`config.mk`:
```
export PLATFORM = sky130hd
export DESIGN_NAME = print_hex
export DESIGN_NICKNAME = d
export VERILOG_FILES = /design/src/rtl/print_hex_pkg.sv /design/src/rtl/print_hex_hex_to_ascii.sv /design/src/rtl/print_hex.sv
export SDC_FILE = /design/constraint.sdc
export NUM_CORES = 1
export LEC_CHECK = 0
export CAP_MARGIN = 0
export CORE_AREA = 2 2 80 59
export DETAILED_ROUTE_END_ITERATION = 10
export DIE_AREA = 0 0 82 61
export PLACE_DENSITY = 0.91
export SETUP_SLACK_MARGIN = 0.2
export SYNTH_ARGS = -nofsm -noshare
export SYNTH_HDL_FRONTEND = slang
export SYNTH_SLANG_ARGS = --single-unit
```
`constraint.sdc`:
```
create_clock -name clk -period 4.2 [get_ports clk]
set_input_delay 0.84 -clock clk [delete_from_list [all_inputs] [get_ports clk]]
set_output_delay 0.84 -clock clk [all_outputs]
set_load 0.03 [all_outputs]
```
`src/rtl/print_hex_pkg.sv`:
```
// Shared definitions for the print_hex block.
// Contents:
//   state_e           - controller state encoding (IDLE, ARM, WAIT_ACK, WAIT_DONE)
//   ASCII_CR/LF       - line terminator codes appended after the digits
//   ASCII_DIGIT_BASE  - code of '0', base for nibbles 0x0..0x9
//   ASCII_LETTER_BASE - code of 'A', base for nibbles 0xA..0xF
package print_hex_pkg;

  typedef enum logic [1:0] {
    ST_IDLE      = 2'd0,
    ST_ARM       = 2'd1,
    ST_WAIT_ACK  = 2'd2,
    ST_WAIT_DONE = 2'd3
  } state_e;

  localparam logic [7:0] ASCII_CR          = 8'h0D;
  localparam logic [7:0] ASCII_LF          = 8'h0A;
  localparam logic [7:0] ASCII_DIGIT_BASE  = 8'h30;
  localparam logic [7:0] ASCII_LETTER_BASE = 8'h41;

endpackage

```
`src/rtl/print_hex_hex_to_ascii.sv`:
```
// hex_to_ascii: purely combinational nibble to uppercase ASCII converter.
// Ports:
//   nibble - 4-bit value 0x0..0xF
//   ascii  - 8-bit code, '0'..'9' (0x30..0x39) or 'A'..'F' (0x41..0x46)
module hex_to_ascii
  import print_hex_pkg::*;
(
  input  logic [3:0] nibble,
  output logic [7:0] ascii
);

  always_comb begin
    if (nibble < 4'd10) begin
      ascii = ASCII_DIGIT_BASE + {4'd0, nibble};
    end else begin
      // Offset from 'A': nibble 0xA maps to the letter base itself.
      ascii = ASCII_LETTER_BASE + {4'd0, nibble - 4'd10};
    end
  end

endmodule

```
`src/rtl/print_hex.sv`:
```
// print_hex: prints one word as DIGITS uppercase hex characters (most
// significant nibble first), optionally followed by CR LF, through a
// byte-wide handshake toward a UART transmitter.
// Ports:
//   clk     - single clock, rising edge
//   rstn    - synchronous active-low reset
//   vld_in  - producer word request; accepted when vld_in && rdy_in
//   din     - word to print (4*DIGITS bits), sampled on accept
//   rdy_in  - registered; 1 = idle, able to accept a word
//   vld_tx  - registered; character valid toward the transmitter
//   d_tx    - registered; ASCII character toward the transmitter
//   rdy_tx  - transmitter ready; 1 = transmitter idle
// Handshake per character: ARM waits for rdy_tx=1 and raises vld_tx,
// WAIT_ACK holds it until the transmitter goes busy (rdy_tx=0), WAIT_DONE
// waits for the transmitter to become idle again before the next character.
module print_hex
  import print_hex_pkg::*;
#(
  parameter int DIGITS      = 8,
  parameter int APPEND_CRLF = 1
) (
  input  logic                  clk,
  input  logic                  rstn,
  input  logic                  vld_in,
  input  logic [4*DIGITS-1:0]   din,
  output logic                  rdy_in,
  output logic                  vld_tx,
  output logic [7:0]            d_tx,
  input  logic                  rdy_tx
);

  localparam int         W       = 4 * DIGITS;
  localparam int         TAIL    = (APPEND_CRLF != 0) ? 2 : 0;
  localparam logic [3:0] TOTAL_C = 4'(DIGITS + TAIL);

  state_e         state, state_nx;
  logic [W-1:0]   shreg, shreg_nx;
  logic [3:0]     cnt, cnt_nx;
  logic           rdy_in_nx;
  logic           vld_tx_nx;
  logic [7:0]     d_tx_nx;
  logic [7:0]     digit_char;
  logic [7:0]     cur_char;

  // The character to send is always the top nibble of the shift register;
  // the count tells when the digits are exhausted and CR/LF follow.
  hex_to_ascii u_hex_to_ascii (
    .nibble (shreg[W-1 -: 4]),
    .ascii  (digit_char)
  );

  always_comb begin
    cur_char = digit_char;
    if (TAIL != 0 && cnt == 4'd2) begin
      cur_char = ASCII_CR;
    end else if (TAIL != 0 && cnt == 4'd1) begin
      cur_char = ASCII_LF;
    end
  end

  // NOTE: every signal written here gets its default first, so no path
  // leaves one unassigned and no latch is inferred.
  always_comb begin
    state_nx  = state;
    shreg_nx  = shreg;
    cnt_nx    = cnt;
    rdy_in_nx = rdy_in;
    vld_tx_nx = vld_tx;
    d_tx_nx   = d_tx;

    case (state)
      ST_IDLE: begin
        rdy_in_nx = 1'b1;
        vld_tx_nx = 1'b0;
        if (vld_in && rdy_in) begin
          shreg_nx  = din;
          cnt_nx    = TOTAL_C;
          rdy_in_nx = 1'b0;
          state_nx  = ST_ARM;
        end
      end

      ST_ARM: begin
        // d_tx is only ever loaded here, so it cannot move while vld_tx=1.
        d_tx_nx = cur_char;
        if (rdy_tx) begin
          vld_tx_nx = 1'b1;
          state_nx  = ST_WAIT_ACK;
        end else begin
          vld_tx_nx = 1'b0;
        end
      end

      ST_WAIT_ACK: begin
        // No timeout: a transmitter that never goes busy keeps us here.
        if (!rdy_tx) begin
          vld_tx_nx = 1'b0;
          state_nx  = ST_WAIT_DONE;
        end
      end

      ST_WAIT_DONE: begin
        vld_tx_nx = 1'b0;
        if (rdy_tx) begin
          cnt_nx = cnt - 4'd1;
          if (cnt == 4'd1) begin
            // Last character done: rdy_in rises only now, never earlier.
            rdy_in_nx = 1'b1;
            state_nx  = ST_IDLE;
          end else begin
            shreg_nx = shreg << 4;
            state_nx = ST_ARM;
          end
        end
      end

      default: begin
        rdy_in_nx = 1'b1;
        vld_tx_nx = 1'b0;
        state_nx  = ST_IDLE;
      end
    endcase
  end

  // NOTE: state and outputs use non-blocking assignments so every register
  // samples pre-edge values regardless of statement order.
  always_ff @(posedge clk) begin
    if (!rstn) begin
      state  <= ST_IDLE;
      // NOTE: the shift register is a plain register, not a memory array,
      // so clearing it on reset is cheap and leaves no stale digits behind.
      shreg  <= '0;
      cnt    <= '0;
      rdy_in <= 1'b1;
      vld_tx <= 1'b0;
      d_tx   <= '0;
    end else begin
      state  <= state_nx;
      shreg  <= shreg_nx;
      cnt    <= cnt_nx;
      rdy_in <= rdy_in_nx;
      vld_tx <= vld_tx_nx;
      d_tx   <= d_tx_nx;
    end
  end

endmodule

```
==> results of run 1 <==
per-layer routing:
| metal | up-vias | wire [um] | GRT usage (%) |
|---|---|---|---|
| met5 | - | 0 | 0 |
| li1 | 972 | - | - |
| met1 | 864 | 2380 | 28.0 |
| met3 | 10 | 324 | 5.36 |
| met4 | 0 | 54 | 6.67 |
| met2 | 71 | 2190 | 33.1 |
synthesized netlist by cell type:
master	count	share of area (%)
nor3b_1	1	0.33
a32oi_1	1	0.39
nor2b_1	2	0.55
o31ai_4	1	0.94
or3b_2	1	0.39
or2_2	1	0.28
conb_1	1	0.16
mux2i_1	30	13
buf_6	4	2.0
nand4_1	1	0.28
clkbuf_2	1	0.22
nand4b_2	1	0.66
nand2_1	11	1.8
clkbuf_1	4	0.66
nand3_1	7	1.5
a21oi_1	47	10
inv_1	10	1.7
o22ai_1	1	0.28
ha_1	10	5.5
o32ai_1	1	0.39
xor2_1	2	0.77
nor3_1	2	0.44
a311oi_1	2	0.77
xnor2_1	2	0.77
a21boi_2	1	0.50
buf_2	5	1.1
o21ai_0	25	5.5
nor2_1	6	0.99
a21bo_2	1	0.44
mux2_2	1	0.50
a211o_1	1	0.39
mux2i_2	1	0.60
and3_1	2	0.55
buf_4	1	0.33
nor3b_2	1	0.55
o21ai_1	12	2.6
dfxtp_1	47	41
nand2b_1	1	0.28
worst max path at each step:
stage             start   endpoint  slack, ps  cells past startpoint
3_5_place_dp     rdy_tx  shreg[17]       1630                      6
6_report         rdy_tx  shreg[15]       1870                      6
3_3_place_gp     rdy_tx  shreg[15]       1690                      6
5_1_grt        state[1]  shreg[15]       1750                      7
2_1_floorplan    rdy_tx  shreg[31]       2520                      6
4_1_cts          rdy_in     rdy_in       1880                      1
power groups by stage:
stage | logic, mW | clock network (mW) | registers (mW)
after floorplan | 0.635 | 0 | 0.781
after CTS | 0.834 | 0.391 | 0.760
after global placement | 0.790 | 0 | 0.758
after detailed placement | 0.822 | 0 | 0.766
after global routing | 0.923 | 0.416 | 0.785
final | 0.837 | 0.388 | 0.765
final cells by class:
cell class | instances | area, um2 | area share (%)
Multi-Input combinational cell | 177 | 1200 | 42.2
Clock buffer | 6 | 72.6 | 2.55
Tap cell | 55 | 68.8 | 2.42
Timing Repair Buffer | 47 | 463 | 16.3
Clock inverter | 2 | 60.1 | 2.11
Inverter | 10 | 37.5 | 1.32
Sequential cell | 47 | 941 | 33.1
critical path: cells and delay by family:
family                 cells  cell delay [ps]
muxes                      1              160
AOI/OAI and AO/OA          3              510
buffers and inverters      2             1030
sequential cells by signal, summed over array words and instances, names as in the netlist:
| register | cells |
|---|---|
| cnt | 4 |
| d_tx | 7 |
| rdy_in | 1 |
| shreg | 32 |
| state | 2 |
| vld_tx | 1 |
cells by family after synthesis:
group	Yosys count	synth area share [%]
AO/OA/AOI/OAI	93	22.6
flip-flops	47	41.4
adder cells (fa/ha/maj)	10	5.50
XOR/XNOR	4	1.54
multiplexers	32	14.3
other	1	0.165
AND/OR/NAND/NOR	37	8.64
buffers and inverters	25	5.94
==> results.txt, run 1 <==
outcome: finished clean
Synth cell types: 38
gr ovfl total: 0
Cell Count Post-Placement: 336
max-slew violations: 0
worst-path fanout max: 56
critical path cell sequence: clkdlybuf4s50_1 > mux2i_2 > o31ai_4 > buf_4 > o21ai_0 > a21oi_1
cts hold-fix bufs: 0
Core Util, Final: 67.6%
non-filler instance count after layout: 344
diodes inserted: 0
WL/cell: 14.4 um
pwr dens: 700 mW/mm2
Core Footprint: 0.00420 mm2
RSZ-0062 raised after global routing: no
Total GRT Usage: 20.8%
final instance area: 0.00284 mm2
post-CTS sizing: 0
postcts setup bufs: 0
P_int: 1.21 mW
placed instance area: 0.00271 mm2
FILL cells: 358
reg-to-reg slack, setup: 1920 ps
sequential share of the synthesized area: 41.4%
Die Y: 61 um
Sw Ratio: 39.1%
leakage: 1.04 nW
TritonCTS Buffers: 5
HP Class: flop to flop
Remaining DRCs: 0
vias in the first global route: 1,775
die area: 0.00500 mm2
root buf cell: clkbuf_8
vias per cell: 5.57
Die Width: 82 um
vias after detailed routing: 1,917
register bit total from synthesis: 47
worst slack at placement: 1630 ps
Mapped Area: 0.00227 mm2
Setup CP Type: input port to flop
worst-case headroom to the max-slew limit: 63.4%
final worst path period need: 2330 ps
crit path DAT: 2550 ps
CP peak stage delay: 590 ps
syn_area_per_cell: 9.14 um2
antenna-violating nets left: 0
Hold Crit Endpoint: d_tx[6]
clock power share: 19.5%
Switching Power: 778 uW
global-route wire length before repair: 7910 um
Design Power: 1.99 mW
most frequent cells in the layout: a21oi_1, dfxtp_1, clkdlybuf4s50_1
worst slew pin tran: 548 ps
initial antenna violation count: 0
CTS max path bufs: 2
H-tree lvl count: 2
Worst setup SP type: input port
worst-skew pair later-pin latency: 300 ps
Crit-path slowest cell: clkdlybuf4s50_1
Total Routed Length: 4960 um
max-cap violations: 0
clock sink total: 47
port buffer count: 44
hold path startpoint: d_tx[6]
yosys warns: 0
fmax: 429 MHz
Gate Count Post-Synth: 249
Clk pin slew, worst setup/hold paths: 90 ps
setup violators final: 0
part of the power in registers: 38.4%
worst hold margin: 463 ps
r2r startpoint: state[1]
drt pass-1 iters: 4
Comb pwr share: 42.1%
Starting Density: 54.1%
final critical-path setup slack: 1870 ps
ratio of final minimum period to clock period: 55.4%
r2r worst-path depth: 7
DR iter-0 viols: 161
Clock Skews: 11.7 ps
setup tns final: 0 ps
layout cells sized above 1: 6.92%
Synth-to-Final Area Change: 25.0%
Nets: 334
Peak VDD IR: 350 uV
Core Rows: 20
I/O pin total: 46
DP HPWL: 3410 um
Syn Nets: 295
reg-to-reg critical path endpoint: shreg[15]
CP endpoint kind: flop
pin count of the biggest net entering global routing: 57
hold depth: 2
Final Hold Viols: 0
CTS tree: done
CP required: 4430 ps
final RePlAce weighted congestion: 0.884
(Power assumes the default switching activity.)
==> inputs of run 2 (changes only) <==
--- a/config.mk
+++ b/config.mk
@@ -6,10 +6,10 @@
 export NUM_CORES = 1
 export LEC_CHECK = 0
 export CAP_MARGIN = 0
-export CORE_AREA = 2 2 80 59
+export CORE_AREA = 2 2 88 64
 export DETAILED_ROUTE_END_ITERATION = 10
-export DIE_AREA = 0 0 82 61
-export PLACE_DENSITY = 0.91
+export DIE_AREA = 0 0 90 66
+export PLACE_DENSITY = 0.82
 export SETUP_SLACK_MARGIN = 0.2
 export SYNTH_ARGS = -nofsm -noshare
 export SYNTH_HDL_FRONTEND = slang
==> constraint.sdc (replaced) <==
create_clock -name clk -period 2.14 [get_ports clk]
set_input_delay 0.428 -clock clk [delete_from_list [all_inputs] [get_ports clk]]
set_output_delay 0.428 -clock clk [all_outputs]
set_load 0.03 [all_outputs]
==> results.txt, run 2 (synthesis gave the netlist of run 1 again) <==
outcome: finished clean
CP required: 2380 ps
Core Util, Final: 57.2%
layout cells sized above 1: 9.22%
TritonCTS Buffers: 5
worst slew pin tran: 496 ps
Peak VDD IR: 599 uV
Core Rows: 22
pwr dens: 1370 mW/mm2
vias per cell: 5.32
Setup CP Type: flop to flop
Die Y: 66 um
hold path startpoint: d_tx[6]
port buffer count: 44
r2r worst-path depth: 7
Total GRT Usage: 17.6%
gr ovfl total: 0
diodes inserted: 0
final worst path period need: 1810 ps
setup violators final: 0
RSZ-0062 raised after global routing: yes
Core Footprint: 0.00512 mm2
reg-to-reg critical path endpoint: shreg[27]
Nets: 338
reg-to-reg slack, setup: 330 ps
vias in the first global route: 1,796
Clock Skews: 5.72 ps
antenna-violating nets left: 0
CP Launch Point: cnt[1]
H-tree lvl count: 2
worst-case headroom to the max-slew limit: 66.8%
FILL cells: 459
WL/cell: 14.3 um
Total Routed Length: 5210 um
CTS tree: done
setup tns final: 0 ps
leakage: 1.07 nW
initial antenna violation count: 0
Remaining DRCs: 0
ratio of final minimum period to clock period: 84.6%
pin count of the biggest net entering global routing: 57
max-slew violations: 0
Starting Density: 44.4%
final RePlAce weighted congestion: 0.829
root buf cell: clkbuf_8
placed instance area: 0.00277 mm2
Hold Crit Endpoint: d_tx[6]
most frequent cells in the layout: a21oi_1, dfxtp_1, clkdlybuf4s50_1
final instance area: 0.00293 mm2
Clk pin slew, worst setup/hold paths: 90 ps
vias after detailed routing: 1,941
hold depth: 2
fmax: 552 MHz
die area: 0.00594 mm2
Largest register FFs: 32
crit path DAT: 2050 ps
global-route wire length before repair: 8350 um
r2r startpoint: cnt[1]
DP HPWL: 3530 um
commonest non-fill, non-tap cell in the layout: a21oi_1
I/O pin total: 46
Final Hold Viols: 0
max-cap violations: 0
DR iter-0 viols: 89
worst-skew pair later-pin latency: 310 ps
Die Width: 90 um
Synth-to-Final Area Change: 28.7%
Worst setup SP type: flop
largest registers: shreg (32), d_tx (7), cnt (4)
Largest Register: shreg
worst-path fanout max: 28
CTS max path bufs: 2
CP endpoint kind: flop
HP Class: flop to flop
clock sink total: 47
drt pass-1 iters: 4
## run 2: stage by stage
step / setup slack [ps] / cells / power, mW / hold slack, ps
global placement: 222 / 355 / 3.11 / 448
CTS: 220 / 363 / 3.88 / 462
detailed placement: 119 / 355 / 3.19 / 449
global route: 180 / 365 / 4.32 / 485
floorplan: 494 / 249 / 2.78 / 443
finish: 329 / 365 / 4.02 / 462
## run 2: worst max-delay path by stage
stage / to / slack, ps / depth (start not counted)
after floorplan: shreg[13] / 490 / 7
after CTS: rdy_in / 220 / 1
after global placement: shreg[17] / 220 / 6
after global routing: shreg[16] / 180 / 7
final: shreg[27] / 330 / 7
after detailed placement: shreg[15] / 120 / 6
## run 2: layout make-up
class | instances | area (um2) | share of cell area (%)
timing repair buffer | 51 | 538 | 18.4
sequential | 47 | 943 | 32.2
clock inverter | 2 | 35.0 | 1.20
tap | 72 | 90.1 | 3.08
clock buffer | 6 | 82.6 | 2.82
multi-input combinational | 177 | 1200 | 41.0
inverter | 10 | 37.5 | 1.28
## run 2: report_power, final
group | leakage [nW] | internal, mW | switching [mW] | total [mW]
sequential | 0.390 | 1.24 | 0.250 | 1.49
clock | 0.0612 | 0.378 | 0.306 | 0.684
combinational | 0.618 | 0.822 | 1.03 | 1.85
total | 1.07 | 2.44 | 1.58 | 4.02
## run 2: critical path, stage by stage (launching register included)
cell and delay [ps]:
dfxtp_1 350, inv_1 90, ha_1 180, nor3b_2 450, o31ai_4 160, buf_4 170, clkbuf_16 180, a21oi_1 150
## run 2: per-layer routing
metal	vias up	global-route usage (%)	routed length (um)
met1	897	23.2	2470
li1	978	-	-
met2	58	27.5	2340
met5	-	0	0
met3	8	4.90	321
met4	0	7.31	77
## run 2: what timing repair did
action / in CTS / in global routing
buffers inserted: 0 / 1
gates resized for setup: 0 / 3
endpoints found under the setup margin: 0 / 29
hold endpoints to repair: 0 / 0
hold buffers: 0 / 0
